[src/rtl/tile_judge.sv]
// tile_judge: judges key presses against the bottom row of the tile shifter.
// Produces hit / wrong-press / miss decisions, keeps score, combo and lives,
// clears a hit tile via correct_input and owns the IDLE/PLAY/OVER game state.
module tile_judge #(
  parameter int LIVES   = 3,
  parameter int SCORE_W = 14,
  parameter int COMBO_W = 8
) (
  input  logic               clk,
  input  logic               resetn,
  input  logic               startn,
  input  logic               shift,
  input  logic [3:0]         keys,
  input  logic [2:0]         bottom_lane,
  output logic               correct_input,
  output logic [SCORE_W-1:0] score,
  output logic [COMBO_W-1:0] combo,
  output logic [2:0]         lives,
  output logic [1:0]         game_state,
  output logic               miss_pulse
);

  localparam logic [1:0] S_IDLE = 2'd0;
  localparam logic [1:0] S_PLAY = 2'd1;
  localparam logic [1:0] S_OVER = 2'd2;

  localparam logic [2:0] LIVES_INIT = 3'(LIVES);

  logic [3:0]         s1_q, s2_q, prev_q;
  logic [1:0]         state_q, state_d;
  logic [SCORE_W-1:0] score_q, score_d;
  logic [COMBO_W-1:0] combo_q, combo_d;
  logic [2:0]         lives_q, lives_d;
  logic               hp_q, hp_d;
  logic               ci_q, ci_d;
  logic               mp_q, mp_d;

  logic [3:0] press_vec;
  logic [3:0] lane_mask;
  logic       any_press, multi_press, hit, tile_present, lose;

  // Synchronise the asynchronous buttons and keep the previous sample for edge detection.
  always_ff @(posedge clk) begin
    if (!resetn) begin
      s1_q   <= 4'b1111;
      s2_q   <= 4'b1111;
      prev_q <= 4'b1111;
    end else begin
      s1_q   <= keys;
      s2_q   <= s1_q;
      prev_q <= s2_q;
    end
  end

  // One bit per key that went high-to-low on the synchronised side.
  assign press_vec   = prev_q & ~s2_q;
  assign any_press   = |press_vec;
  assign multi_press = (press_vec & (press_vec - 4'd1)) != 4'd0;

  // Decode the bottom row into a one-hot lane mask; codes 0 and 5..7 are empty.
  always_comb begin
    lane_mask = 4'b0000;
    case (bottom_lane)
      3'd1:    lane_mask = 4'b0001;
      3'd2:    lane_mask = 4'b0010;
      3'd3:    lane_mask = 4'b0100;
      3'd4:    lane_mask = 4'b1000;
      default: lane_mask = 4'b0000;
    endcase
  end

  assign tile_present = |lane_mask;
  assign hit          = any_press && !multi_press && (press_vec == lane_mask);

  // Game FSM and judging; restart has priority over any judgement in the same cycle.
  always_comb begin
    state_d = state_q;
    score_d = score_q;
    combo_d = combo_q;
    lives_d = lives_q;
    hp_d    = hp_q;
    ci_d    = 1'b0;
    mp_d    = 1'b0;
    lose    = 1'b0;
    case (state_q)
      S_IDLE, S_OVER: begin
        if (!startn) begin
          state_d = S_PLAY;
          score_d = '0;
          combo_d = '0;
          lives_d = LIVES_INIT;
          hp_d    = 1'b0;
        end
      end
      S_PLAY: begin
        if (!startn) begin
          score_d = '0;
          combo_d = '0;
          lives_d = LIVES_INIT;
          hp_d    = 1'b0;
        end else if (hp_q) begin
          // The hit tile is still on the bottom row until the shifter clears it.
          if (!tile_present || shift) hp_d = 1'b0;
        end else if (multi_press) begin
          lose = 1'b1;
        end else if (any_press) begin
          if (hit) begin
            if (score_q != {SCORE_W{1'b1}}) score_d = score_q + 1'b1;
            if (combo_q != {COMBO_W{1'b1}}) combo_d = combo_q + 1'b1;
            // On a shift the tile leaves anyway; clearing would eat the next tile.
            if (!shift) begin
              ci_d = 1'b1;
              hp_d = 1'b1;
            end
          end else begin
            lose = 1'b1;
          end
        end else if (shift && tile_present) begin
          lose = 1'b1;
        end
        if (lose) begin
          lives_d = (lives_q != 3'd0) ? lives_q - 3'd1 : 3'd0;
          combo_d = '0;
          mp_d    = 1'b1;
          if (lives_q <= 3'd1) state_d = S_OVER;
        end
      end
      default: state_d = S_IDLE;
    endcase
  end

  // Game state registers with synchronous active-low reset.
  always_ff @(posedge clk) begin
    if (!resetn) begin
      state_q <= S_IDLE;
      score_q <= '0;
      combo_q <= '0;
      lives_q <= LIVES_INIT;
      hp_q    <= 1'b0;
      ci_q    <= 1'b0;
      mp_q    <= 1'b0;
    end else begin
      state_q <= state_d;
      score_q <= score_d;
      combo_q <= combo_d;
      lives_q <= lives_d;
      hp_q    <= hp_d;
      ci_q    <= ci_d;
      mp_q    <= mp_d;
    end
  end

  assign correct_input = ci_q;
  assign miss_pulse    = mp_q;
  assign score         = score_q;
  assign combo         = combo_q;
  assign lives         = lives_q;
  assign game_state    = state_q;

endmodule

[config.mk]
export PLATFORM = sky130hd
export DESIGN_NAME = tile_judge
export DESIGN_NICKNAME = d
export VERILOG_FILES = /design/src/rtl/tile_judge.sv
export SDC_FILE = /design/constraint.sdc
export NUM_CORES = 1
export LEC_CHECK = 0
export ABC_CLOCK_PERIOD_IN_PS = 3150
export CORE_UTILIZATION = 52
export CTS_CLUSTER_SIZE = 12
export DETAILED_ROUTE_END_ITERATION = 8
export PLACE_DENSITY_LB_ADDON = 0.15
export SYNTH_ARGS = -nofsm -noshare
export SYNTH_HDL_FRONTEND = slang
export SYNTH_SLANG_ARGS = --single-unit
[constraint.sdc]
create_clock -name clk -period 3.15 [get_ports clk]
set_input_delay 0.945 -clock clk [delete_from_list [all_inputs] [get_ports clk]]
set_output_delay 0.945 -clock clk [all_outputs]
set_load 0.05 [all_outputs]
* Yosys cells after proc, flatten, opt, wreduce, memory -nomap -nowiden
Cells that the tools add are included.
** Word-level totals
- Logic and storage cells :: 105
- Output and inout port bits :: 29
- Bits of input ports :: 11
- Register bits :: 42
** Cells by class
- Add/sub/neg operators :: 4
- Equality and inequality tests :: 22
- Order comparisons :: 1
- Multiplexer cells :: 43
- Bitwise operators :: 6
- Reductions and logical operators :: 19
** Operators by type and width (count)
- $mux 14 :: 7
- $mux 8 :: 8
- $pmux 14 s2 :: 1
- $ne 4x4->1 const B :: 5
- $mux 1 :: 16
- $pmux 4 s4 :: 1
- $pmux 8 s2 :: 1
- $ne 3x3->1 const B :: 5
- $add 14x1->14 const B :: 1
- $ne 14x14->1 const B :: 1
- $reduce_and 7->1 :: 2
- $reduce_or 4->1 :: 3
- $mux 3 :: 3
- $add 8x1->8 const B :: 1
- $and 4x4->4 :: 2
- $ne 8x8->1 const B :: 1
- $eq 3x2->1 const B :: 2
- $mux 2 :: 3
- $ne 2x2->1 const B :: 3
- $pmux 3 s2 :: 1
- $eq 4x4->1 :: 1
- $not 4->4 :: 1
- $pmux 2 s2 :: 1
- $reduce_and 2->1 :: 2
- 18 further kinds :: 23

* Longest topological paths before layout
Gate-level depths: netlist of the first run.
- Depth after elaboration :: 16
- Gate-level depth with buffers :: 9
- Depth with buffers taken out :: 7

* Worst setup path before layout of the first run
No wires, ideal clock.
- Path kind :: input -> register
- Start point :: in bottom_lane[2]
- End point :: reg score_q[3], in the netlist score[3]
- Path buffers :: 1
- Required time :: 3062 ps
- Arrival time :: 2722 ps
- Library setup time :: 88 ps
- Path slack :: 340 ps
- Stages :: 7
- Cell sequence :: or3b_2 or2_1 a32oi_2 nand3_2 buf_6 or3_4 o31ai_1
** Between the ends
- Longest elaborated chain between the ends :: 6
- Elaborated cells between the ends (all ways) :: 9
- Those cells by class :: eq/ne: 6; mux: 1; reduce/logical: 2
** Ends and longest elaborated chain
- start, declared :: line 14 : input logic [2:0] bottom_lane,
- $eq 3x3->1, or another cell as far along :: line 63 : case (bottom_lane)
- $pmux 4 s4 (*) :: line 63
- $eq 4x4->1 (*) :: line 73 : assign hit = any_press && !multi_press && (press_vec == lane_mask);
- $logic_and 1x1->1 (*) :: line 73
- $ne 3x3->1 (no source line) (*)
- $reduce_and 7->1 (no source line) (*)
- end signal, assigned :: line 144 : score_q <= score_d;
- end, declared :: line 31 : logic [SCORE_W-1:0] score_q, score_d;
Every way passes the cells marked *; elsewhere a longest branch is shown, timed or not.
A chain may end at the register's enable or synchronous reset.

* Final worst setup path of the first run
- Start point :: in bottom_lane[2]
- End point :: reg score_q[11], in the netlist score[11]
The elaborated chain is that of the path after synthesis.

==> impl_metrics.ini, run 1 <==
[status]
status = complete, no violations

[route]
ant_nets = 0
postRouteWirelength_mm = 4.998
vias = 2080
routedWlPerCell_um = 14.08
via_per_inst = 5.859
firstDrtPassIters = 4
drc = 0
first_iter_violations = 85

[layout]
final_cell_mix = dfxtp_1, clkdlybuf4s50_1, nand2b_1, nand2_1, nand3_1
area_growth_pct = 29.06
drive_above_1_share = 0.09508
n_fill_cell = 358
final_common_cell = dfxtp_1
final_net_count = 319
num_antenna_cells = 0

[clock_network]
cts_hold_buffers = 0
cts_buffers = 5
htreeDepth = 2
cts_resized = 0
clkTransAtPathRegs_ns = 0.09
clock_path_buffers = 2
clkSinkCount = 42
cts-root-buf = clkbuf_8
cts_tree = built
postCtsSetupBuffers = 0
clock_latency_ns = 0.30

[sta]
fin_crit_ns = 3.003
tightest_slew_ns = 0.5394
max-slew-margin-rel = 0.6404
slew_viol_final = 0
setup_viol_count_final = 0
fmax_mhz = 333.0
setup_slack_ns = 0.1468
rsz0062_at_grt = no
clock_skew_ns = 0.007311
finalCritPeriodShare = 0.9534
finalHoldViolCount = 0

[power_and_ir_drop]
ir_drop_mv = 0.2731
switching_share = 0.2559
seqPwrFrac = 0.485
p_leak_uw = 0.0009998
p_int_uw = 839.4
total_power_uw = 1128
clockPowerShare = 0.384
combinationalPowerShare = 0.131
switchingPower_uw = 288.7
power_density_nw_per_um2 = 403.6

[global_route]
antenna_found_initial = 0
grt_usage = 0.2454
grt_pass1_wl_mm = 8.266
grt_max_degree = 32
gr-total-overflow = 0
grt_pass1_vias = 1845

[logic_synthesis]
syn_inst = 256
syn-mean-instance-area_um2 = 8.460
ys_types = 51
ys_warn_count = 0
syn_area_um2 = 2166
ys_seq_area_frac = 0.3882
ys.flop_type = dfxtp_1
synth-seq-cells = 42
synth_edf_count = 0
syn-num-nets = 271
async_reset_ff_frac = 0

[place]
gp_congestion = 0.7898
dp.final_hpwl_mm = 3.477
pre_cts_slack_ns = -0.2228
io_buffers = 39

[hold_path]
hold_class = register to register
hp-start = s1_q[3]

[critical_path]
timing.rr.start = s2_q[2]
crit_start = bottom_lane[2]
slowest_delay_ns = 0.48
worstPathRequired_ns = 3.38
path_cells = clkdlybuf4s50_1, or3b_2, or2_1, a32oi_2, nand3_2, buf_12, or4_1, a21oi_1
endpoint_kind = register
startpoint_type = primary input
crit_type = primary input to register
cp_max_fo = 22
arrival_ns = 3.23
crit_path_top_delay_cell = or3b_2

[die]
io_pins = 40
initial_core_util = 0.5414
die_area_um2 = 4427
core-area_um2 = 4000
die_y_um = 66.54
die_width_um = 66.54
num_rows = 23

[flow_run]
maxCapViolations = 0
[area by class of cell]
cell class	instances	area [um^2]	area share
clock buffers	5	68.82	0.02462
well taps	50	62.56	0.02238
repair buffers	52	503.0	0.1799
multi-input cells	194	1241	0.4440
inverters	9	33.78	0.01209
flip-flops and latches	42	840.8	0.3008
clock inverters	3	45.04	0.01611
[worst paths after layout]
check,slack (ns),cells after the start,end
setup / recovery,0.15,8,score[11]
hold / removal,0.41,1,s2_q[3]
setup reg to reg,0.82,7,score[11]
hold reg to reg,0.41,1,s2_q[3]
[registers in the layout (all words and copies together), names as in the netlist, 2 cells and up]
| name | flops |
|---|---|
| combo | 8 |
| game_state | 2 |
| lives | 3 |
| prev_q | 4 |
| s1_q | 4 |
| s2_q | 4 |
| score | 14 |
[kinds of logic (layout without fill, tap and decap cells)]
| group | Yosys count | after routing | synth area share |
|---|---|---|---|
| mux | 3 | 3 | 0.01444 |
| flops | 42 | 42 | 0.3882 |
| xor+xnor | 3 | 3 | 0.01213 |
| buf+inv | 20 | 69 | 0.03870 |
| simple gates | 115 | 115 | 0.3039 |
| fa+ha+maj | 5 | 5 | 0.02773 |
| compound gates | 68 | 68 | 0.2149 |
[critical path: cells and delay by family]
family | cells | cell delay, ns
simple gates | 4 | 1.31
compound gates | 2 | 0.37
buf+inv | 2 | 0.60
[power by group through the flow]
stage | sequential [uW] | combinational (uW) | clock [uW]
after global routing | 549 | 162 | 462
after floorplan | 570 | 77.3 | 0
final | 547 | 147 | 433
after global placement | 560 | 144 | 0
after detailed placement | 560 | 147 | 0
after CTS | 547 | 148 | 443
[routing by layer]
metal  GRT usage  wire length (um)
met3     0.04795               258
met1      0.3207              2387
met2      0.3827              2220
met4      0.1223               132
met5           0                 0
[per-stage QoR]
| step | utilization | instances | hold slack (ns) | area (um^2) | setup TNS (ns) |
|---|---|---|---|---|---|
| final | 0.6988 | 355 | 0.4127 | 2795 | 0 |
| after global routing | 0.6988 | 355 | 0.4330 | 2795 | 0 |
| after floorplan | - | 256 | 0.3863 | 2166 | 0 |
| after global placement | 0.6697 | 347 | 0.3888 | 2679 | -1.521 |
| after CTS | 0.6982 | 355 | 0.4149 | 2793 | 0 |
| after detailed placement | 0.6697 | 347 | 0.3932 | 2679 | -2.824 |
[cells in the mapped netlist, types with 2 or more instances]
library cell,instances,share of area
nor2b_1,4,0.012
inv_1,9,0.016
o21a_1,2,0.0069
mux2i_1,2,0.0092
a21o_1,2,0.0069
nand2_1,20,0.035
or2_2,2,0.0058
nor3_1,2,0.0046
nand3_1,20,0.046
and4_1,4,0.016
o21ai_0,6,0.014
nor4_1,2,0.0058
ha_1,4,0.023
nand4_1,3,0.0087
nor2_1,9,0.016
or4_1,8,0.028
dfxtp_1,42,0.39
o311ai_0,7,0.028
and2_1,4,0.012
clkbuf_1,8,0.014
xnor2_1,2,0.0081
o21bai_1,3,0.010
o22ai_1,4,0.012
o31ai_1,7,0.024
o211ai_1,2,0.0069
o41ai_1,2,0.0081
a31oi_1,5,0.014
a21oi_1,19,0.044
a211oi_1,2,0.0069
nand2b_1,24,0.069
and3_1,6,0.017
No activity file was read; power rests on OpenSTA's default activity.
==> run 2: changes to the inputs <==
- ABC_CLOCK_PERIOD_IN_PS: 3150 -> not set
- CORE_UTILIZATION: 52 -> 36
==> impl_metrics.ini, run 2 (synthesis gave the netlist of run 1 again) <==
[critical_path]
startpoint_type = primary input
arrival_ns = 3.25
endpoint_kind = register
crit_buf_inv = 2
cp_top_family = simple AND/OR/NAND/NOR gates
crit_type = primary input to register
cp_max_fo = 23
slowest_delay_ns = 0.48
crit_path_top_delay_cell = or3b_2
path_cells = clkdlybuf4s50_1, or3b_2, or2_1, a32oi_2, nand3_2, buf_12, or4_1, a21oi_2
worstPathRequired_ns = 3.39

[die]
die_y_um = 79.57
io_pins = 40
initial_core_util = 0.3839
die_width_um = 79.57
die_area_um2 = 6331
num_rows = 27
core-area_um2 = 5642

[route]
postRouteWirelength_mm = 5.231
firstDrtPassIters = 5
first_iter_violations = 120
vias = 2097
drc = 0
ant_nets = 0
routedWlPerCell_um = 13.84
via_per_inst = 5.548

[sta]
max-slew-margin-rel = 0.5937
rsz0062_at_grt = no
setup_slack_ns = 0.1459
slew_viol_final = 0
clock_skew_ns = 0.01260
tightest_slew_ns = 0.6095
finalHoldWorstSlack_ns = 0.4155
finalCritPeriodShare = 0.9537
fmax_mhz = 332.9
setup_viol_count_final = 0
fin_crit_ns = 3.004
finalHoldViolCount = 0

[clock_network]
htreeDepth = 2
clkSinkCount = 42
clock_path_buffers = 2
clkTransAtPathRegs_ns = 0.09
cts_buffers = 5
cts_hold_buffers = 0
cts-root-buf = clkbuf_8
cts_tree = built
clock_latency_ns = 0.30

[layout]
num_antenna_cells = 0
area_growth_pct = 30.91
n_fill_cell = 536
largest_reg_flops = 14
final_common_cell = dfxtp_1
final_net_count = 320
final_cell_mix = dfxtp_1, clkdlybuf4s50_1, nand2b_1, nand2_1, nand3_1
drive_above_1_share = 0.1013

[power_and_ir_drop]
switchingPower_uw = 284.1
ir_drop_mv = 0.2063
switching_share = 0.2525
p_leak_uw = 0.001008
total_power_uw = 1125
p_int_uw = 840.8
combinationalPowerShare = 0.134
clockPowerShare = 0.379
seqPwrFrac = 0.487
power_density_nw_per_um2 = 396.7

[place]
dp.final_hpwl_mm = 3.692
gp_congestion = 0.7998
pre_cts_slack_ns = -0.2258
io_buffers = 39

[global_route]
grt_max_degree = 32
grt_pass1_vias = 1779
gr-total-overflow = 0
grt_usage = 0.1752
antenna_found_initial = 0
grt_pass1_wl_mm = 8.631

[flow_run]
maxCapViolations = 0

[status]
status = complete, no violations

[hold_path]
hold_class = register to register
run 2: cell count changes in the layout (fill, tap and decap cells not counted), sizes merged:
cell      delta
buf          +1
clkinvlp     -1
clkbuf       +1
run 2: stage by stage:
stage          instances  TNS [ns]  cell area [um^2]    util
6_report             378         0              2835  0.5026
4_1_cts              378         0              2824  0.5006
3_3_place_gp         370    -2.571              2714  0.4810
2_1_floorplan        256         0              2166       -
3_5_place_dp         370    -3.252              2714  0.4810
5_1_grt              378         0              2835  0.5026
run 2: worst reg2reg max path, cell delays in order, from the launching register on:
cell and delay [ns]:
dfxtp_1 0.32, nand2b_1 0.22, or4_1 0.55, a32oi_2 0.27
nand3_2 0.13, buf_12 0.18, or4_1 0.49, a21oi_2 0.14
run 2: layer usage:
metal / part of all wire / global-route usage / vias up
met4: 0.0046 / 0.04909 / 0
li1: - / - / 1050
met1: 0.51 / 0.2481 / 992
met2: 0.44 / 0.2650 / 53
met5: 0 / 0 / -
met3: 0.042 / 0.03771 / 2
run 2: what timing repair did:
action	CTS	global route
resized for setup	0	4
endpoints found under the setup margin	0	3
buffers inserted	0	0
endpoints found under the hold margin	0	0
run 2: power groups by stage:
stage	Combinational (uW)	Sequential, uW	Clock [uW]
2_1_floorplan	77.3	570	0
3_3_place_gp	148	560	0
3_5_place_dp	149	560	0
4_1_cts	150	547	436
5_1_grt	164	549	465
6_report	151	547	427
run 2: path summary, 6_finish.rpt:
kind | startpoint | end | slack (ns) | cells after the start
setup / recovery | bottom_lane[2] | score[10] | 0.15 | 8
setup reg to reg | s2_q[2] | score[10] | 0.82 | 7
hold / removal | s1_q[1] | s2_q[1] | 0.42 | 1
hold reg to reg | s1_q[1] | s2_q[1] | 0.42 | 1
run 2: area by class of cell:
| cell class | count | area (um^2) | share of cell area |
|---|---|---|---|
| Multi-Input combinational cell | 194 | 1250 | 0.4409 |
| Sequential cell | 42 | 840.8 | 0.2966 |
| Timing Repair Buffer | 53 | 510.5 | 0.1801 |
| Tap cell | 72 | 90.09 | 0.03177 |
| Clock buffer | 6 | 72.57 | 0.02560 |
| Clock inverter | 2 | 37.54 | 0.01324 |
| Inverter | 9 | 33.78 | 0.01192 |
==> run 3: changes to the inputs <==
- CORE_MARGIN: not set -> 1.5
- SETUP_SLACK_MARGIN: not set -> 0.02
- SLEW_MARGIN: not set -> 20
==> impl_metrics.ini, run 3 (synthesis gave the netlist of run 1 again) <==
[status]
status = complete, no violations

[sta]
slew_viol_final = 0
rsz0062_at_grt = no
finalCritPeriodShare = 0.9647
fin_crit_ns = 3.039
setup_slack_ns = 0.1112
clock_skew_ns = 0.003032
max-slew-margin-rel = 0.6600
fmax_mhz = 329.1
finalHoldViolCount = 0
setup_viol_count_final = 0
tightest_slew_ns = 0.5084

[die]
core-area_um2 = 5851
die_width_um = 80.57
num_rows = 28
die_y_um = 80.57
die_area_um2 = 6491
initial_core_util = 0.3702
io_pins = 40

[power_and_ir_drop]
combinationalPowerShare = 0.124
p_int_uw = 944.4
switchingPower_uw = 283.1
switching_share = 0.2306
clockPowerShare = 0.431
ir_drop_mv = 0.1968
p_leak_uw = 0.001036
seqPwrFrac = 0.446
power_density_nw_per_um2 = 426.0

[layout]
n_fill_cell = 600
largest_reg_flops = 14
area_growth_pct = 33.04
fin_cells = 383
final_cell_mix = dfxtp_1, clkdlybuf4s50_1, nand2b_1, nand2_1, nand3_1
final_common_cell = dfxtp_1
final_net_count = 322
drive_above_1_share = 0.1071
num_antenna_cells = 0

[global_route]
gr-total-overflow = 0
grt_usage = 0.1710
antenna_found_initial = 0
busiest_layer = met2
grt_pass1_vias = 1843
grt_pass1_wl_mm = 8.631
met1_usage = 0.2279
grt_max_degree = 24
met3_usage = 0.03636
use_met2 = 0.2748

[critical_path]
crit_buf_inv = 2
path_cells = clkdlybuf4s50_1, or3b_2, or2_1, a32oi_2, nand3_2, buf_12, or3_4, o31ai_1
worstPathRequired_ns = 3.36
crit_type = primary input to register
r2r_slack_ns = 0.80
crit_start = bottom_lane[2]
cp_max_fo = 23
timing.rr.start = s2_q[0]
crit_path_top_delay_cell = or3b_2
slowest_delay_ns = 0.48
cp_top_family = simple AND/OR/NAND/NOR gates
endpoint_kind = register
arrival_ns = 3.25
startpoint_type = primary input

[route]
drc = 0
first_iter_violations = 133
postRouteWirelength_mm = 5.205
via_per_inst = 5.321
routedWlPerCell_um = 13.59
vias = 2038
firstDrtPassIters = 4
ant_nets = 0

[place]
gp_congestion = 0.7752
pre_cts_slack_ns = -0.2154
dp.cells = 375
io_buffers = 39
dp.final_hpwl_mm = 3.729

[hold_path]
hp-start = s1_q[1]
hold_class = register to register

[clock_network]
cts_buffers = 5
clkTransAtPathRegs_ns = 0.08
postCtsSetupBuffers = 0
clock_path_buffers = 2
clock_latency_ns = 0.30
cts-root-buf = clkbuf_8
htreeDepth = 2
cts_tree = built
clkSinkCount = 42

[flow_run]
maxCapViolations = 0
-- run 3: cell type report --
| type | count | area [um^2] | area share |
|---|---|---|---|
| Sequential cell | 42 | 840.8 | 0.2918 |
| Clock inverter | 2 | 60.06 | 0.02084 |
| Tap cell | 75 | 93.84 | 0.03257 |
| Clock buffer | 6 | 82.58 | 0.02866 |
| Inverter | 9 | 33.78 | 0.01172 |
| Timing Repair Buffer | 55 | 525.5 | 0.1824 |
| Multi-Input combinational cell | 194 | 1245 | 0.4320 |
-- run 3: final timing paths --
| check | endpoint | cells past startpoint |
|---|---|---|
| min | s2_q[1] | 1 |
| max | score[3] | 8 |
| max reg2reg | score[3] | 7 |
| min reg2reg | s2_q[1] | 1 |
-- run 3: repair_timing --
action	in CTS	in global routing
hold buffers	0	0
resized for setup	0	2
endpoints found under the setup margin	0	4
-- run 3: power groups by stage --
| stage | Sequential, uW | Combinational (uW) | Clock, uW |
|---|---|---|---|
| 2_1_floorplan | 570 | 77.3 | 0 |
| 3_3_place_gp | 560 | 151 | 0 |
| 3_5_place_dp | 560 | 151 | 0 |
| 4_1_cts | 547 | 152 | 541 |
| 5_1_grt | 549 | 167 | 564 |
| 6_report | 547 | 152 | 529 |
-- run 3: per-layer routing --
| layer | wire length, um | vias to the layer above | part of all wire |
|---|---|---|---|
| met4 | 70 | 0 | 0.013 |
| met2 | 2343 | 34 | 0.45 |
| met1 | 2594 | 942 | 0.50 |
| met3 | 196 | 7 | 0.038 |
| li1 | - | 1055 | - |
| met5 | 0 | - | 0 |
-- run 3: worst reg2reg max path, stage by stage (launching register included) --
cell and delay, ns:
dfxtp_1 0.32, nand2b_1 0.22, or4_1 0.52, a32oi_2 0.29, nand3_2 0.13, buf_12 0.18, or3_4 0.36, o31ai_1 0.26
-- run 3: metrics by stage --
stage | utilization | area, um^2 | power, uW | hold slack [ns] | TNS, ns
3_5_place_dp | 0.4671 | 2733 | 711.2 | 0.3949 | -2.971
5_1_grt | 0.4925 | 2882 | 1280 | 0.4398 | 0
4_1_cts | 0.4914 | 2875 | 1240 | 0.4146 | 0
3_3_place_gp | 0.4671 | 2733 | 711.1 | 0.3899 | -2.361
2_1_floorplan | - | 2166 | 647.5 | 0.3863 | 0
6_report | 0.4925 | 2882 | 1227 | 0.4130 | 0
